==> src/rtl/exec_ctrl_unit.sv <==
// exec_ctrl_unit: decoder + ALU + PC for a single-cycle, word-addressed MIPS subset (ALU_SHIFT_EN adds sll/srl).
// Latency: decode/ALU combinational from instr, pc registered each clk; no backpressure (one instruction per cycle).
module exec_ctrl_unit #(
  parameter int              PC_W     = 32,
  parameter logic [PC_W-1:0] RESET_PC = '0
) (
  input  logic            clk,
  input  logic            reset,
  input  logic [31:0]     instr,
  input  logic [31:0]     rs_data,
  input  logic [31:0]     rt_data,
  output logic [PC_W-1:0] pc,
  output logic [4:0]      rs,
  output logic [4:0]      rt,
  output logic [4:0]      rd,
  output logic [4:0]      shamt,
  output logic [5:0]      opcode,
  output logic [5:0]      funct,
  output logic [15:0]     imm,
  output logic            reg_write,
  output logic            mem_write,
  output logic            mem_read,
  output logic            reg_dst,
  output logic            alu_src,
  output logic            mem_to_reg,
  output logic            branch,
  output logic            jump,
  output logic [1:0]      alu_op,
  output logic [31:0]     alu_result,
  output logic            zero,
  output logic            illegal
);

  localparam logic [5:0] OP_RTYPE = 6'b000000;
  localparam logic [5:0] OP_LW    = 6'b100011;
  localparam logic [5:0] OP_SW    = 6'b101011;
  localparam logic [5:0] OP_ADDI  = 6'b001000;
  localparam logic [5:0] OP_BEQ   = 6'b000100;
  localparam logic [5:0] OP_J     = 6'b000010;

  localparam logic [5:0] F_ADD = 6'b100000;
  localparam logic [5:0] F_SUB = 6'b100010;
  localparam logic [5:0] F_AND = 6'b100100;
  localparam logic [5:0] F_OR  = 6'b100101;
  localparam logic [5:0] F_SLT = 6'b101010;
`ifdef ALU_SHIFT_EN
  localparam logic [5:0] F_SLL = 6'b000000;
  localparam logic [5:0] F_SRL = 6'b000010;
`endif

  localparam logic [1:0] ALU_ADD   = 2'b00;
  localparam logic [1:0] ALU_SUB   = 2'b01;
  localparam logic [1:0] ALU_FUNCT = 2'b10;

  logic            dec_reg_write;
  logic            dec_illegal;
  logic            funct_bad;
  logic [31:0]     imm_sext;
  logic [31:0]     alu_b;
  logic [PC_W-1:0] pc_plus1;
  logic [PC_W-1:0] br_target;
  logic [PC_W-1:0] jump_target;

  assign opcode   = instr[31:26];
  assign rs       = instr[25:21];
  assign rt       = instr[20:16];
  assign rd       = instr[15:11];
  assign shamt    = instr[10:6];
  assign funct    = instr[5:0];
  assign imm      = instr[15:0];
  assign imm_sext = {{16{instr[15]}}, instr[15:0]};

  always_comb begin
    dec_reg_write = 1'b0;
    mem_write     = 1'b0;
    mem_read      = 1'b0;
    reg_dst       = 1'b0;
    alu_src       = 1'b0;
    mem_to_reg    = 1'b0;
    branch        = 1'b0;
    jump          = 1'b0;
    alu_op        = ALU_ADD;
    dec_illegal   = 1'b0;
    case (opcode)
      OP_RTYPE: begin
        dec_reg_write = 1'b1;
        reg_dst       = 1'b1;
        alu_op        = ALU_FUNCT;
      end
      OP_LW: begin
        dec_reg_write = 1'b1;
        mem_read      = 1'b1;
        mem_to_reg    = 1'b1;
        alu_src       = 1'b1;
      end
      OP_SW: begin
        mem_write = 1'b1;
        alu_src   = 1'b1;
      end
      OP_ADDI: begin
        dec_reg_write = 1'b1;
        alu_src       = 1'b1;
      end
      OP_BEQ: begin
        branch = 1'b1;
        alu_op = ALU_SUB;
      end
      OP_J:    jump = 1'b1;
      default: dec_illegal = 1'b1;
    endcase
  end

  always_comb begin
    alu_b      = alu_src ? imm_sext : rt_data;
    alu_result = '0;
    funct_bad  = 1'b0;
    case (alu_op)
      ALU_ADD: alu_result = rs_data + alu_b;
      ALU_SUB: alu_result = rs_data - alu_b;
      ALU_FUNCT: begin
        case (funct)
          F_ADD: alu_result = rs_data + alu_b;
          F_SUB: alu_result = rs_data - alu_b;
          F_AND: alu_result = rs_data & alu_b;
          F_OR:  alu_result = rs_data | alu_b;
          F_SLT: alu_result = {31'd0, ($signed(rs_data) < $signed(alu_b))};
`ifdef ALU_SHIFT_EN
          F_SLL: alu_result = rt_data << shamt;
          F_SRL: alu_result = rt_data >> shamt;
`endif
          default: funct_bad = 1'b1;
        endcase
      end
      default: alu_result = '0;
    endcase
  end

  // An unsupported funct must not commit a register write.
  assign reg_write = dec_reg_write & ~funct_bad;
  assign illegal   = dec_illegal | funct_bad;
  assign zero      = (alu_result == 32'd0);

  assign pc_plus1  = pc + PC_W'(1);
  assign br_target = pc_plus1 + PC_W'($signed(imm));

  generate
    if (PC_W > 26) begin : g_jump_wide
      assign jump_target = {pc_plus1[PC_W-1:26], instr[25:0]};
    end else begin : g_jump_narrow
      assign jump_target = instr[PC_W-1:0];
    end
  endgenerate

  always_ff @(posedge clk) begin
    if (reset)
      pc <= RESET_PC;
    else if (jump)
      pc <= jump_target;
    else if (branch && zero)
      pc <= br_target;
    else
      pc <= pc_plus1;
  end

endmodule

==> config.mk <==
export PLATFORM = sky130hd
export DESIGN_NAME = exec_ctrl_unit
export DESIGN_NICKNAME = d
export VERILOG_FILES = /design/src/rtl/exec_ctrl_unit.sv
export SDC_FILE = /design/constraint.sdc
export NUM_CORES = 1
export LEC_CHECK = 0
export BUFFER_PORTS_ARGS = -buffer_cell sky130_fd_sc_hd__buf_2
export CAP_MARGIN = 15
export CORE_MARGIN = 2
export CORE_UTILIZATION = 25
export DETAILED_ROUTE_END_ITERATION = 10
export MAX_ROUTING_LAYER = met4
export PLACE_DENSITY_LB_ADDON = 0.25
export SYNTH_ARGS = -nofsm -noshare
export SYNTH_HDL_FRONTEND = slang
export SYNTH_SLANG_ARGS = --single-unit
==> constraint.sdc <==
create_clock -name clk -period 7 [get_ports clk]
set_clock_uncertainty 0.1 [all_clocks]
set_input_delay 0.7 -clock clk [delete_from_list [all_inputs] [get_ports clk]]
set_output_delay 0.7 -clock clk [all_outputs]
set_load 0.05 [all_outputs]
Word level (Yosys, flattened, before mapping)
Cells that the tools add are included.

Bits in registers: 32. Bits in writable memories: 0. Output and inout port bits: 124. Memories kept: 0. Bits in read-only memories: 0. Bits in latches: 0. Input port bits: 98.

Reduce and logical (&&, ||, !) cells: 8. Multiply operators: 0. $lt $le $gt $ge: 1. Eq/ne operators: 12. Div/mod/pow operators: 0. Mux-type cells: 16. Bitwise gates (word level): 5. Shifts and indexed selects: 0. $add $sub $neg: 4.

Operators with widths (count): 32-bit one-hot mux with 5 select lines (1); 32-bit two-way mux (3); 32-bit one-hot mux with 3 select lines (1); 32-bit adder (2); 6-bit equality test (second input constant) (7); 32-bit by 1-bit adder with 32-bit output (second input constant) (1); 32-bit AND (1); 32-bit logical NOT (1); 32-bit less-than comparator (1); 32-bit OR (1); 32-bit subtractor (1); 1-bit two-way mux (10); 6-bit by 2-bit equality test with 1-bit output (second input constant) (1); 6-bit by 3-bit equality test with 1-bit output (second input constant) (1); 6-bit by 4-bit equality test with 1-bit output (second input constant) (1); 6-bit logical NOT (1); 3-bit OR reduction (2); 6-bit OR reduction (1); 5-bit OR reduction (1); 2-bit one-hot mux with 2 select lines (1); 2-bit by 1-bit equality test with 1-bit output (second input constant) (1); 2-bit equality test (second input constant) (1); 2-bit logical NOT (1); 1-bit AND (1); other kinds (3) (3).

Depth between registers and ports, before layout
Gate-level depths: netlist (run 1).

Depth after elaboration: 11. Depth in mapped cells: 25. Gate-level depth less buffers: 23.

Worst setup path after synthesis (run 1)
Ideal clock, no wire load.

Kind: input-to-output. Start: in instr[28]. End: out zero. Arrival time: 6.213 ns. Stages: 23. Path slack: -0.013 ns. Data required time: 6.200 ns. Cell sequence: clkbuf_1 nor2_1 o21ai_1 clkinv_1 clkbuf_1 nand2_1 nand2_1 inv_1 ha_1 buf_2 a21oi_1 a21oi_1 o21ai_1 o21ai_2 a21oi_1 o31ai_1 a311oi_1 xnor2_1 o221ai_1 or4_4 nor4_4 nand2_1 inv_1.

Cells in the longest elaborated chain, start to end: 8.

RTL lines: from (decl) (RTL line 9) `input logic [31:0] instr,`; 6-bit by 4-bit equality test with 1-bit output / 6-bit equality test (equally long branches) (RTL line 84) `case (opcode)`; 3-bit OR reduction (no source line) (*); 1-bit two-way mux (*) (RTL line 84); net alu_src (RTL line 24) `output logic alu_src,`; 32-bit two-way mux (*) (RTL line 114) `alu_b = alu_src ? imm_sext : rt_data;`; 32-bit subtractor (tied with other cells) (RTL line 119, 123); 32-bit one-hot mux with 5 select lines (RTL line 121) `case (funct)`; 32-bit one-hot mux with 3 select lines (*) (RTL line 117) `case (alu_op)`; net alu_result[25] (RTL line 29) `output logic [31:0] alu_result,`; 32-bit logical NOT (*) (RTL line 141) `assign zero = (alu_result == 32'd0);`; to (decl) (RTL line 30) `output logic zero,`.

Mark *: on every way through the listed nets, which the timed path passes. The rest lies on a longest branch.

Worst setup path in the final report (run 1)
Start: in instr[26]. End: out zero.

Cells in the longest elaborated chain, start to end: 8.

RTL lines (RTL line): 6-bit by 4-bit equality test with 1-bit output / 6-bit equality test (equally long branches) (84); 3-bit OR reduction (no source line); 1-bit two-way mux (84); 32-bit two-way mux (114); 32-bit subtractor (tied with other cells) (119, 123); 32-bit one-hot mux with 5 select lines (121); 32-bit one-hot mux with 3 select lines (*) (117); 32-bit logical NOT (*) (141).

Mark *: on every way between the ends. The rest lies on a longest branch, timed or not.

==> metrics, run 1 <==
WP data required 6.20 ns; Pwr per Cell Area 126 mW/mm^2; Clk pin slew, worst setup/hold paths 0.06 ns; slew margin rel. 0.364; DRC violations left 0; CTS buffer count 5; die width 200 um; CTS tree yes; drt pass-1 iters 7; total global-route track usage 0.194; Max VDD drop 0.0817 mV; Max Root-Sink Buffers 2; Worst Hold Class flip-flop to flip-flop; I/O pin total 222; Synth async-reset ratio 0; Setup WS post-layout 0.342 ns; Worst Hold Margin 0.580 ns; routed via count 10,600; Worst-Margin Slew 0.955 ns; mean post-synth cell area 6.84 um^2; CP most frequent cell nand2_1; Largest regs pc x32; via/cell ratio 5.11; CP top delay family simple AND/OR/NAND/NOR gates; Adder-Cell Fraction of Synth Area 0.186; DP Wirelength 31,600 um; largest net degree at the start of global routing 49; Final #Nets 1,793; Port Buffer Count 221; CTS Root Cell clkbuf_16; Overflow after GRT 0; Final Instance Area 0.0112 mm^2; num rows 71; fin. max-slew vios 0; drt wl/cell 18.6 um; final hold viol count 0; Design Power 0.00141 W; Tcrit/Tclk final 0.951; Yosys cell types 90; Post-synth top cells nand2_1 (160), nor2_1 (141), ha_1 (137); Yosys reg bits 32; Layout Cells excl Fill 2,074; post-synthesis instance total 1,398; ANT nets after route 0; final setup fails 0; crit path DAT 5.86 ns; cell accounting for the most synthesized area ha_1; kind of critical path primary input to output pin; post-synthesis cell area 0.00956 mm^2; Main synth FF type dfxtp_1; Bufs and invs on worst path 6; placed cells 2,059; maximum clock frequency 0.150 GHz; Post-synth EDFFs 0; First DRT Iteration DRCs 778; crit path max fanout 16; P&R area growth vs syn 17.1%; Tmin final 6.66 ns; max-cap check violation count 0; Seq/Total Area, Yosys 0.0670; final WL 38,700 um; Yosys Warn Count 0; CP peak stage delay 0.59 ns; Core Footprint 0.0377 mm^2; status finished clean; crit end category output pin; die area 0.0398 mm^2; initial antenna violation count 8; largest family of logic cells by synthesized area compound AO/OA/AOI/OAI gates; vias in the first global route 10,300; Clk Latency, worst-skew pair 0.28 ns; CP max stage cell or4b_1; gpl congestion 0.924; leakage power total 5.56 nW; Post-Synth Simple-Gate Area 0.236; share of layout cells above drive strength 1 0.203; H-tree Lvls 2; top-count cell post-synth nand2_1; CTS Sinks 32; hold buffers post-CTS 0; crit-path cells buf_2, nor4_4, o21ai_4, clkinv_1, buf_4, nand2_1, nand2_1, ha_1, inv_1, fa_1, nand2b_1, a21o_1, a211oi_2, nor2_1, a221o_1, a22o_1, or4b_1, nor4_2, nand4b_1, nor4_4, nand2_1, inv_1, buf_4; Critical Path Source Type primary input; XOR/XNOR Fraction of Synth Area 0.0669; fill count 4,331; Synth Net Count 1,636; post-synthesis mux area share 0.0314; Area after DPL 0.0110 mm^2; first-pass GRT wire length 58,900 um; largest cells by area after synthesis ha_1 (18%), dfxtp_1 (6.7%), nand2_1 (6.3%); die height 200 um; post-synthesis compound-gate area fraction 0.302; share of the synthesized area in the top cell type 0.179; Place WS 0.109 ns; max FFs per register 32; effective utilization at floorplan 0.254; Most flops, register pc
==> tightest hold or removal path: cells and delay by family, from the launching register on <==
| family | cells | cell delay, ns |
|---|---|---|
| AND/OR/NAND/NOR | 1 | 0.10 |
| AO/OA/AOI/OAI | 1 | 0.07 |
| XOR/XNOR | 1 | 0.10 |
| flip-flops | 1 | 0.36 |
==> power by group <==
group / internal [W] / switching (W)
combinational: 0.000306 / 0.000686
clock: 0.000142 / 0.0000869
sequential: 0.000186 / 0.00000722
total: 0.000634 / 0.000780
==> kinds of logic after synthesis <==
logic type,Yosys count
AOI/OAI and AO/OA,419
xor gates and xnor gates,73
adders and majority gates,140
buffers and inverters,230
DFF,32
muxes,30
and+or+nand+nor,474
==> final cells by class <==
| cell class | count | area, um^2 | share of cell area |
|---|---|---|---|
| Antenna cell | 7 | 17.5 | 0.00157 |
| Multi-Input combinational cell | 1136 | 7890 | 0.705 |
| Inverter | 120 | 450 | 0.0403 |
| Clock buffer | 8 | 146 | 0.0131 |
| Tap cell | 511 | 639 | 0.0571 |
| Timing Repair Buffer | 260 | 1400 | 0.125 |
| Sequential cell | 32 | 641 | 0.0573 |
==> routing by layer <==
metal / part of all wire / global-route usage
met5: 0 / -
met4: 0.014 / 0.0354
met3: 0.066 / 0.0327
met2: 0.48 / 0.336
met1: 0.44 / 0.238
==> per-stage QoR <==
step,utilization,setup TNS [ns]
floorplan,-,0
global placement,0.292,0
detailed placement,0.292,0
CTS,0.296,0
global route,0.297,-0.0234
finish,0.297,0
==> placed cells by master, fill, tap and decap left out, types with 7 or more instances in the layout <==
cell	netlist	routed
a221oi_1	12	12
xor2_1	19	19
nor4_1	15	12
mux2i_1	30	30
inv_1	110	110
nor3_1	23	23
xnor2_1	54	54
and3_1	10	10
a21oi_1	111	111
nand4_1	15	15
nor2_1	141	140
o22ai_1	20	20
o21a_1	10	10
a22oi_1	8	8
nor2b_1	10	10
a211oi_1	33	33
or2_2	7	7
a21o_1	27	27
nand2_1	160	160
diode_2	0	7
ha_1	137	137
o211ai_1	13	13
o31ai_1	14	14
dfxtp_1	32	32
nand3_1	34	34
nand2b_1	13	13
o21ai_0	52	52
buf_2	13	220
o221ai_1	13	13
o21bai_1	17	17
a31oi_1	12	12
buf_4	50	40
and2_1	7	8
==> path summary, 6_finish.rpt <==
check,start,to,slack (ns),depth (start not counted)
setup reg to reg,pc[2],pc[29],1.97,20
hold / removal,pc[22],pc[22],0.58,3
setup / recovery,instr[26],zero,0.34,23
hold reg to reg,pc[22],pc[22],0.58,3
==> repair_timing <==
| action | CTS | global route |
|---|---|---|
| setup buffers | 0 | 0 |
| resized for setup | 0 | 6 |
| endpoints found under the setup margin | 0 | 1 |
Power figures use the tool's default switching activity.
==> run 2, diff against run 1 <==
--- a/config.mk
+++ b/config.mk
@@ -7,8 +7,8 @@
 export LEC_CHECK = 0
 export BUFFER_PORTS_ARGS = -buffer_cell sky130_fd_sc_hd__buf_2
 export CAP_MARGIN = 15
-export CORE_MARGIN = 2
 export CORE_UTILIZATION = 25
+export CTS_BUF_LIST = sky130_fd_sc_hd__clkbuf_8
 export DETAILED_ROUTE_END_ITERATION = 10
 export MAX_ROUTING_LAYER = met4
 export PLACE_DENSITY_LB_ADDON = 0.25
==> metrics, run 2 (synthesis results as in run 1) <==
status finished clean; ANT nets after route 0; die width 198 um; CTS Root Cell clkbuf_8; final hold viol count 0; P&R area growth vs syn 16.9%; WL met3 2070 um; commonest non-fill, non-tap cell in the layout buf_2; fin. max-slew vios 0; H-tree Lvls 2; Clk pin slew, worst setup/hold paths 0.08 ns; crit-path cells buf_2, nor4_4, o21ai_4, clkinv_1, buf_4, nand2_1, nand2_1, ha_1, inv_1, fa_1, nand2b_1, a21o_1, a211oi_2, nor2_1, a221o_1, a22o_1, or4b_4, nor4_4, nand4b_1, nor4_4, nand2_1, inv_1, clkbuf_4; via/cell ratio 5.12; Worst-Margin Slew 1.00 ns; Critical Path Source Type primary input; drt wl/cell 18.6 um; Area after DPL 0.0110 mm^2; Final Instance Area 0.0112 mm^2; Post-Route M1 WL 17,100 um; max FFs per register 32; Pwr per Cell Area 120 mW/mm^2; Fin Setup TNS 0 ns; drt pass-1 iters 5; I/O pin total 222; CP Depth 23; initial antenna violation count 4; Clk Latency, worst-skew pair 0.30 ns; WP data required 6.20 ns; Final #Nets 1,796; Max VDD drop 0.0567 mV; final WL 38,500 um; maximum clock frequency 0.149 GHz; RSZ-0062 raised after global routing false; CP peak stage delay 0.59 ns; DP Wirelength 31,400 um; crit path DAT 5.90 ns; Port Buffer Count 221; max-cap check violation count 0; Overflow after GRT 0; crit end category output pin; Largest regs pc x32; commonest non-fill, non-tap cells in the layout buf_2 (220), nand2_1 (160), nor2_1 (140); Max Root-Sink Buffers 2; largest net degree at the start of global routing 49; met2 WL post-DR 18,800 um; reg2reg path depth 20; effective utilization at floorplan 0.254; gpl congestion 1.03; fill count 4,323; CTS buffer count 5; share of layout cells above drive strength 1 0.206; Core Footprint 0.0377 mm^2; final setup fails 0; CP max stage cell or4b_4; die area 0.0390 mm^2; uppermost routed layer met4; Register Area 641 um^2; first-pass GRT wire length 58,700 um; Bufs and invs on worst path 6; hold path cells 3; num rows 71; leakage power total 5.56 nW; Tcrit/Tclk final 0.957; total global-route track usage 0.198; Tmin final 6.70 ns; First DRT Iteration DRCs 704; CTS Sinks 32; kind of critical path primary input to output pin; vias in the first global route 10,200; DRC violations left 0; multi-input combinational cell area 0.00791 mm^2; Most flops, register pc; Worst Hold Class primary input to flip-flop; crit path max fanout 16; die height 198 um; routed via count 10,600; CTS tree yes; slew margin rel. 0.334; CP top delay family simple AND/OR/NAND/NOR gates
[run 2: cell count changes in the layout (fill, tap and decap cells not counted), sizes merged]
cell	before	now
buf	260	262
clkbuf	8	7
diode	7	4
inv	116	118
[run 2: stage by stage]
step	utilization	total power (W)	cells	hold WS, ns	setup slack, ns
after floorplan	-	0.000905	1398	0.756	0.182
after global placement	0.293	0.00118	2062	0.597	0.0311
after detailed placement	0.293	0.00118	2062	0.582	0.0189
after CTS	0.295	0.00134	2070	0.579	0.0582
after global routing	0.296	0.00144	2074	0.614	0.0237
final	0.296	0.00134	2074	0.592	0.298
[run 2: cell type report]
cell class,count,share of cell area
multi-input cells,1136,0.709
repair buffers,263,0.128
flip-flops and latches,32,0.0574
well taps,511,0.0573
inverters,120,0.0403
clock buffers,6,0.00739
diodes,4,0.000896
clock inverters,2,0.000672
[run 2: worst paths after layout]
check,to,from,slack (ns)
worst max-delay path,zero,instr[26],0.30
worst min-delay path,pc[17],instr[17],0.59
worst max register to register,pc[29],pc[2],2.05
worst min register to register,pc[22],pc[22],0.60
[run 2: power breakdown]
group | total [W] | internal (W) | switching [W] | leakage (nW)
Clock | 0.000159 | 0.0000776 | 0.0000814 | 0.0538
Sequential | 0.000193 | 0.000186 | 0.00000736 | 0.259
Combinational | 0.000990 | 0.000306 | 0.000684 | 5.25
[run 2: timing repair]
action | 4_1_cts | 5_1_grt
resized for setup | 1 | 7
pin swaps | 0 | 2
buffers inserted | 0 | 0
setup endpoints to repair | 1 | 1
hold buffers | 0 | 0
[run 2: worst register-to-register path, stage by stage, from the launching register on]
cell and delay [ns]:
dfxtp_1 0.43, nand3_1 0.15, nor2_1 0.21, and3_1 0.31, nand3_1 0.14, nor2_1 0.38, xor2_1 0.15, ha_1 0.24
a2111oi_0 0.54, nand2_1 0.13, o21ai_0 0.27, o2111ai_1 0.20, a31oi_1 0.36, o21ai_0 0.12, a21oi_1 0.24, or2_2 0.17
nand2_1 0.08, a21o_1 0.19, a21oi_1 0.18, xor2_1 0.17, o31ai_1 0.08
[run 2: layer usage]
layer | global-route usage | vias to the layer above
li1 | - | 5281
met1 | 0.243 | 5005
met2 | 0.346 | 308
met3 | 0.0248 | 34
met4 | 0.0353 | 0
met5 | - | -
